===== src/rtl/niu_pkg.sv =====
// Shared NIU definitions: arbiter state encoding, datapath width and the
// round-robin pick helper used by the TX arbiter and the RX distributor.
package niu_pkg;

    localparam int NIU_DATA_W  = 64;
    localparam int NIU_MAX_SRC = 8;

    typedef enum logic [1:0] {IDLE, XFER, GAP} arb_state_e;

    // First set bit of req at or above ptr, wrapping within num entries.
    function automatic logic [2:0] rr_pick(input logic [NIU_MAX_SRC-1:0] req,
                                           input logic [2:0]             ptr,
                                           input int unsigned            num);
        logic [2:0]  win;
        logic        found;
        int unsigned idx;
        win   = '0;
        found = 1'b0;
        for (int unsigned k = 0; k < NIU_MAX_SRC; k++) begin
            idx = (32'(ptr) + k) % num;
            if (k < num && !found && req[idx[2:0]]) begin
                win   = idx[2:0];
                found = 1'b1;
            end
        end
        return win;
    endfunction

endpackage


===== src/rtl/niu_rr_picker.sv =====
// Combinational round-robin priority encoder: request vector plus pointer
// in, winning index and any-request flag out.
module niu_rr_picker
    import niu_pkg::*;
#(
    parameter int NUM_SRC = 4,
    parameter int GW      = $clog2(NUM_SRC)
) (
    input  logic [NUM_SRC-1:0] req,
    input  logic [GW-1:0]      ptr,
    output logic [GW-1:0]      winner,
    output logic               any
);

    logic [NIU_MAX_SRC-1:0] req_ext;
    logic [2:0]             ptr_ext;
    logic [2:0]             win;

    always_comb begin
        req_ext = NIU_MAX_SRC'(req);
        ptr_ext = 3'(ptr);
        win     = rr_pick(req_ext, ptr_ext, NUM_SRC);
    end

    assign winner = GW'(win);
    assign any    = |req;

endmodule


===== src/rtl/niu_tx_arbiter.sv =====
// Packet-level round-robin arbiter onto the XGMII TX stream with a minimum
// inter-frame gap. Define NIU_TXARB_STATS_EN for frame/error counters.
module niu_tx_arbiter
    import niu_pkg::*;
#(
    parameter  int NUM_SRC = 4,
    parameter  int DATA_W  = NIU_DATA_W,
    parameter  int MIN_IPG = 2,
    localparam int GW      = $clog2(NUM_SRC),
    localparam int KW      = DATA_W / 8
) (
    input  logic                  clk,
    input  logic                  rst,
    input  logic                  arb_en,
    input  logic [NUM_SRC-1:0]    s_valid,
    output logic [NUM_SRC-1:0]    s_ready,
    input  logic [NUM_SRC*DATA_W-1:0] s_data,
    input  logic [NUM_SRC*KW-1:0] s_keep,
    input  logic [NUM_SRC-1:0]    s_sop,
    input  logic [NUM_SRC-1:0]    s_eop,
    output logic                  m_valid,
    input  logic                  m_ready,
    output logic [DATA_W-1:0]     m_data,
    output logic [KW-1:0]         m_keep,
    output logic                  m_sop,
    output logic                  m_eop,
    output logic [GW-1:0]         grant_id,
    output logic                  busy,
    output logic                  sop_err
`ifdef NIU_TXARB_STATS_EN
    ,
    output logic [NUM_SRC*32-1:0] frame_cnt,
    output logic [31:0]           err_cnt
`endif
);

    arb_state_e         state;
    logic [GW-1:0]      rr_ptr;
    logic [3:0]         gap_cnt;
    logic [NUM_SRC-1:0] cand;
    logic [NUM_SRC-1:0] stray;
    logic [GW-1:0]      winner;
    logic               any_cand;
    logic               hs_eop;
    logic               stray_hit;
    logic [GW-1:0]      next_ptr;

    assign cand      = s_valid & s_sop;
    assign stray     = s_valid & ~s_sop;
    assign stray_hit = (state == IDLE) && (|stray);
    assign busy      = (state == XFER);
    assign hs_eop    = (state == XFER) && m_valid && m_ready && m_eop;
    assign next_ptr  = (grant_id == GW'(NUM_SRC - 1)) ? '0 : grant_id + 1'b1;

    niu_rr_picker #(
        .NUM_SRC (NUM_SRC),
        .GW      (GW)
    ) u_picker (
        .req    (cand),
        .ptr    (rr_ptr),
        .winner (winner),
        .any    (any_cand)
    );

    always_comb begin
        m_valid = 1'b0;
        m_data  = '0;
        m_keep  = '0;
        m_sop   = 1'b0;
        m_eop   = 1'b0;
        s_ready = '0;
        if (state == XFER) begin
            m_valid           = s_valid[grant_id];
            m_data            = s_data[32'(grant_id)*DATA_W +: DATA_W];
            m_keep            = s_keep[32'(grant_id)*KW +: KW];
            m_sop             = s_sop[grant_id];
            m_eop             = s_eop[grant_id];
            s_ready[grant_id] = m_ready;
        end else if (state == IDLE) begin
            // Stray mid-frame beats are drained so a source cannot wedge IDLE.
            s_ready = stray;
        end
    end

    always_ff @(posedge clk) begin
        if (rst) begin
            state    <= IDLE;
            rr_ptr   <= '0;
            grant_id <= '0;
            gap_cnt  <= '0;
            sop_err  <= 1'b0;
        end else begin
            sop_err <= stray_hit;
            case (state)
                IDLE: begin
                    if (arb_en && any_cand) begin
                        grant_id <= winner;
                        state    <= XFER;
                    end
                end
                XFER: begin
                    if (hs_eop) begin
                        rr_ptr <= next_ptr;
                        if (MIN_IPG > 0) begin
                            state   <= GAP;
                            gap_cnt <= 4'(MIN_IPG - 1);
                        end else begin
                            state <= IDLE;
                        end
                    end
                end
                GAP: begin
                    if (gap_cnt == '0) state <= IDLE;
                    else               gap_cnt <= gap_cnt - 1'b1;
                end
                default: state <= IDLE;
            endcase
        end
    end

`ifdef NIU_TXARB_STATS_EN
    always_ff @(posedge clk) begin
        if (rst) begin
            frame_cnt <= '0;
            err_cnt   <= '0;
        end else begin
            for (int unsigned i = 0; i < NUM_SRC; i++) begin
                if (hs_eop && grant_id == GW'(i))
                    frame_cnt[i*32 +: 32] <= frame_cnt[i*32 +: 32] + 32'd1;
            end
            if (stray_hit) err_cnt <= err_cnt + 32'd1;
        end
    end
`endif

endmodule

===== config.mk =====
export PLATFORM = sky130hd
export DESIGN_NAME = niu_tx_arbiter
export DESIGN_NICKNAME = d
export VERILOG_FILES = /design/src/rtl/niu_pkg.sv /design/src/rtl/niu_rr_picker.sv /design/src/rtl/niu_tx_arbiter.sv
export SDC_FILE = /design/constraint.sdc
export NUM_CORES = 1
export LEC_CHECK = 0
export BUFFER_PORTS_ARGS = -buffer_cell sky130_fd_sc_hd__buf_2
export CORE_AREA = 2 2 151 153
export CTS_BUF_LIST = sky130_fd_sc_hd__clkbuf_16
export CTS_CLUSTER_DIAMETER = 200
export DETAILED_ROUTE_END_ITERATION = 16
export DIE_AREA = 0 0 153 155
export PLACE_DENSITY_LB_ADDON = 0.12
export SLEW_MARGIN = 20
export SYNTH_ARGS = -nofsm -noshare
export SYNTH_HDL_FRONTEND = slang
export SYNTH_SLANG_ARGS = --single-unit

===== constraint.sdc =====
create_clock -name clk -period 2.5 [get_ports clk]
set_input_delay 0.25 -clock clk [delete_from_list [all_inputs] [get_ports clk]]
set_output_delay 0.25 -clock clk [all_outputs]
set_load 0.05 [all_outputs]

==> impl_metrics.json, run 1 <==
{
  "cpLargestDelayFamily": "flip-flops",
  "antenna_found_initial": 2,
  "synthArstFlopShare_pct": 0,
  "clk_path_buf_depth": 2,
  "yosysSeqAreaShare_pct": 7.31,
  "grt_pass1_vias": 4231,
  "cts_setup_buffers": 0,
  "met2_wirelength_um": 8870,
  "htree_num_levels": 1,
  "rsz0062_at_grt": "no",
  "synth_top_area_share_pct": 55.3,
  "peakVddDrop_mv": 0.142,
  "power.share.combinational_pct": 69.4,
  "drt-met1-wl_um": 5950,
  "drt-initial-drc-count": 139,
  "drtAntennaViolNets": 0,
  "cap_viol_max_count": 0,
  "fin_crit_ps": 2260,
  "cts.sinks": 11,
  "power_frac_seq_pct": 12.7,
  "hold_class": "primary input to register",
  "synth_edf_count": 0,
  "setup_viol": 0,
  "num_rows": 55,
  "layout-drive-gt1-share_pct": 74.6,
  "start_util_pct": 13.5,
  "required_ps": 2250,
  "gp_congestion": 0.932,
  "vias": 3929,
  "netlist_area_um2": 3010,
  "cts_resized": 0,
  "fill_cells": 2462,
  "grt_max_degree": 41,
  "cts_inserted_buffers": 3,
  "firstDrtPassIters": 4,
  "final.setup.tns_ps": 0,
  "clkLatencyLatePin_ps": 240,
  "grt_pass1_wl_um": 23700,
  "io_pins": 387,
  "status": "finished clean",
  "tritoncts": "built",
  "yosys.area.top_type": "mux4_2",
  "fmax_mhz": 443,
  "ys_ff_latch": 11,
  "cp_slowest_cell": "dfxtp_4",
  "p_int_mw": 0.886,
  "top_layer_used": "met5",
  "startpoint_type": "register",
  "via_per_inst": 4.25,
  "crit_buf_inv": 2,
  "wl_per_cell_um": 17.4,
  "route.detailed.drc": 0,
  "yosysMostFrequentCell": "and2_1",
  "synthCells": 270,
  "fin_nets": 948,
  "gr-total-overflow": 0,
  "slowest_delay_ps": 540,
  "dr_wl_met3_um": 1100,
  "wirelength_um": 16100,
  "p_leak_nw": 2.59,
  "maxSlewViolCount": 0,
  "dieArea_um2": 23700,
  "crit_arrival_ps": 2010,
  "critical_path.max_fanout": 29,
  "hold_viol": 0,
  "regArea_um2": 228,
  "synth_fp_nets": 579,
  "power_density_nw_per_um2": 304,
  "p_switching_mw": 0.746,
  "grt_usage_pct": 12.5,
  "endpoint_kind": "output pin",
  "io_buffer_count": 386,
  "swShare_pct": 45.7,
  "die_w_um": 153,
  "clock_power_share_pct": 17.9,
  "core_area_um2": 22200,
  "synth_ff_type": "dfxtp_1",
  "clk_pin_slew_ps": 50,
  "synth_cell_type_count": 38,
  "cp_cell_sequence": "buf_12, mux4_2, and2_1, buf_2",
  "period_share_pct": 90.4,
  "tightest_slew_ps": 436,
  "synthTopCellsByCount": "76 x and2_1, 74 x mux4_2, 16 x clkbuf_1, 11 x buf_2, 11 x dfxtp_1",
  "syn_area_per_cell_um2": 11.2,
  "area_delta_synth_final_pct": 78.3,
  "critPathKind": "register to output pin",
  "multiInputGateArea_um2": 2650,
  "relSlewSlack_pct": 70.9,
  "postCtsHoldBufs": 0,
  "skew_ps": 4.12,
  "cts_root_buf": "clkbuf_16",
  "synthTopCellsByArea": "mux4_2 55%, and2_1 16%, dfxtp_1 7.3%",
  "ys_warn_count": 0,
  "dp_hpwl_um": 13900,
  "final_core_util_pct": 24.2,
  "die_h_um": 155
}
==> cell type report <==
type,count,share of cell area [%]
clock inverter,1,0.0699
clock buffer,3,1.40
inverter,5,0.350
multi-input combinational,225,49.4
antenna,1,0.0466
timing repair buffer,393,37.9
sequential,11,4.24
tap,285,6.64
==> metrics by stage <==
stage               cells  setup slack (ps)  power, mW  hold slack, ps  area (um^2)
floorplan             270              8.13      0.932             429         3010
global placement      919               450       1.35             479         5290
detailed placement    919               431       1.36             499         5290
CTS                   923               178       1.66             355         5370
global route          924              97.8       1.73             385         5370
finish                924               241       1.63             358         5370
==> power by group through the flow <==
stage | registers (mW) | clock network [mW] | logic, mW
3_3_place_gp | 0.211 | 0 | 1.14
2_1_floorplan | 0.202 | 0 | 0.731
4_1_cts | 0.209 | 0.301 | 1.15
6_report | 0.207 | 0.291 | 1.13
3_5_place_dp | 0.212 | 0 | 1.15
5_1_grt | 0.210 | 0.310 | 1.21
==> layer usage <==
| layer | vias up | GRT usage, % |
|---|---|---|
| met5 | - | 0 |
| met4 | 2 | 2.20 |
| met3 | 10 | 2.45 |
| met2 | 207 | 24.8 |
| met1 | 1898 | 14.0 |
| li1 | 1812 | - |
==> flip-flops by register name, summed over array words and instances (netlist names) <==
| signal | cells |
|---|---|
| gap_cnt | 4 |
| grant_id | 2 |
| rr_ptr | 2 |
| sop_err | 1 |
| state | 2 |
==> path summary, 6_finish.rpt <==
path | from | endpoint | slack (ps) | cells after the start
worst min-delay path | rst | state[1] | 360 | 2
worst min register to register | gap_cnt[0] | gap_cnt[0] | 510 | 2
worst max register to register | grant_id[0] | gap_cnt[1] | 500 | 4
worst max-delay path | grant_id[0] | m_data[22] | 240 | 4
==> placed cells by master (no fill, tap or decap), types with 3 or more instances in the layout <==
master	n
nor2b_1	8
dfxtp_1	9
inv_1	6
nand2_1	6
and2_1	76
buf_12	4
a31oi_1	4
nor3_1	3
buf_2	386
nor2_1	8
mux4_2	74
buf_4	3
a21oi_1	5
clkbuf_16	3
ha_1	5
o21ai_0	5
==> kinds of logic after synthesis <==
group / Yosys count / synth area share (%)
buf+inv: 34 / 4.94
compound gates: 24 / 5.28
fa+ha+maj: 5 / 2.08
mux: 78 / 56.8
flops: 11 / 7.31
simple gates: 116 / 23.1
xor+xnor: 2 / 0.582
No activity file was read; power rests on OpenSTA's default activity.
==> inputs of run 2 (changes only) <==
==> constraint.sdc (replaced) <==
create_clock -name clk -period 2.5 [get_ports clk]
set_input_delay 0.375 -clock clk [delete_from_list [all_inputs] [get_ports clk]]
set_output_delay 0.375 -clock clk [all_outputs]
set_load 0.05 [all_outputs]
==> impl_metrics.json, run 2 (same netlist as run 1, synthesis figures left out) <==
{
  "fin_crit_ps": 2310,
  "power.share.combinational_pct": 69.7,
  "startpoint_type": "register",
  "place_area_um2": 5290,
  "critical_path.max_fanout": 22,
  "dp_slack_ps": 418,
  "route.detailed.drc": 0,
  "r2r_cells": 5,
  "period_share_pct": 92.5,
  "multiInputGateArea_um2": 2650,
  "power_density_nw_per_um2": 304,
  "postCtsHoldBufs": 0,
  "rsz0062_at_grt": "no",
  "dp_hpwl_um": 13700,
  "layout_common_cells": "386 x buf_2, 76 x and2_1, 74 x mux4_2",
  "p_leak_nw": 2.59,
  "grt_pass1_wl_um": 23600,
  "grt_max_degree": 42,
  "cts_inserted_buffers": 3,
  "p_int_mw": 0.887,
  "cts_root_buf": "clkbuf_16",
  "p_switching_mw": 0.743,
  "core_area_um2": 22200,
  "clock_power_share_pct": 18.0,
  "endpoint_kind": "output pin",
  "io_buffer_count": 386,
  "vias": 3937,
  "fmax_mhz": 432,
  "gr-total-overflow": 0,
  "num_rows": 55,
  "wl_per_cell_um": 17.0,
  "antenna_found_initial": 2,
  "skew_ps": 3.16,
  "cts.sinks": 11,
  "tritoncts": "built",
  "layout_setup_ws_ps": 187,
  "dieArea_um2": 23700,
  "critPathKind": "register to output pin",
  "via_per_inst": 4.26,
  "final.setup.tns_ps": 0,
  "fin_nets": 948,
  "layout-drive-gt1-share_pct": 74.8,
  "cts_setup_buffers": 0,
  "hold_viol": 0,
  "grt_usage_pct": 12.4,
  "start_util_pct": 13.5,
  "die_w_um": 153,
  "required_ps": 2120,
  "top_register": "gap_cnt",
  "cts_resized": 0,
  "largest_register_ffs": 4,
  "total_power_mw": 1.63,
  "hold_class": "primary input to register",
  "die_h_um": 155,
  "status": "finished clean",
  "crit_arrival_ps": 1940,
  "clkLatencyLatePin_ps": 240,
  "power_frac_seq_pct": 12.2,
  "relSlewSlack_pct": 73.1,
  "htree_num_levels": 1,
  "final_common_cell": "buf_2",
  "peakVddDrop_mv": 0.172,
  "drtAntennaViolNets": 0,
  "area_delta_synth_final_pct": 78.4,
  "cap_viol_max_count": 0,
  "maxSlewViolCount": 0,
  "clk_pin_slew_ps": 40,
  "wirelength_um": 15700,
  "regArea_um2": 228,
  "gp_congestion": 0.884,
  "hold_depth": 2,
  "io_pins": 387,
  "tightest_slew_ps": 403,
  "swShare_pct": 45.6,
  "firstDrtPassIters": 4,
  "fill_cells": 2454,
  "grt_pass1_vias": 4277,
  "clk_path_buf_depth": 2,
  "drt-initial-drc-count": 162,
  "final_cell_area_um2": 5370,
  "setup_viol": 0
}
run 2: cell types whose count changed in the layout (fill, tap and decap cells not counted):
cell	delta
clkinv_2	+1
inv_1	-1
diode_2	+1
run 2: critical path, cell delays in order, from the launching register on:
cell and delay [ps]:
dfxtp_4 370, buf_4 360, mux4_2 560, and2_1 170, buf_2 210
run 2: area by class of cell:
type	count	share of cell area (%)
inverters	5	0.349
clock inverters	1	0.0932
multi-input cells	225	49.3
flip-flops and latches	11	4.24
repair buffers	393	37.9
diodes	2	0.0932
clock buffers	3	1.40
well taps	285	6.64
run 2: final timing paths:
path | startpoint | to | slack, ps
max | grant_id[0] | m_keep[0] | 190
min | rst | grant_id[1] | 470
max reg2reg | grant_id[0] | gap_cnt[1] | 520
min reg2reg | gap_cnt[0] | gap_cnt[0] | 500
run 2: power by group through the flow:
stage / registers [mW] / clock network (mW) / logic, mW
after floorplan: 0.202 / 0 / 0.731
after global placement: 0.203 / 0 / 1.14
after detailed placement: 0.203 / 0 / 1.15
after CTS: 0.200 / 0.303 / 1.16
after global routing: 0.202 / 0.312 / 1.22
final: 0.199 / 0.294 / 1.14
run 2: through the flow:
stage          cells  util [%]  hold WS (ps)
3_3_place_gp     919      23.8           487
3_5_place_dp     919      23.8           490
6_report         925      24.2           474
2_1_floorplan    270         -           458
5_1_grt          923      24.1           494
4_1_cts          923      24.1           469
run 2: per-layer routing:
layer | global-route usage, % | vias up | share of wire [%] | wire, um
met3 | 2.42 | 15 | 7.4 | 1170
li1 | - | 1810 | - | -
met1 | 13.6 | 1891 | 36 | 5660
met2 | 24.8 | 221 | 55 | 8660
met5 | 0 | - | 0 | 0
met4 | 2.47 | 0 | 1.5 | 240
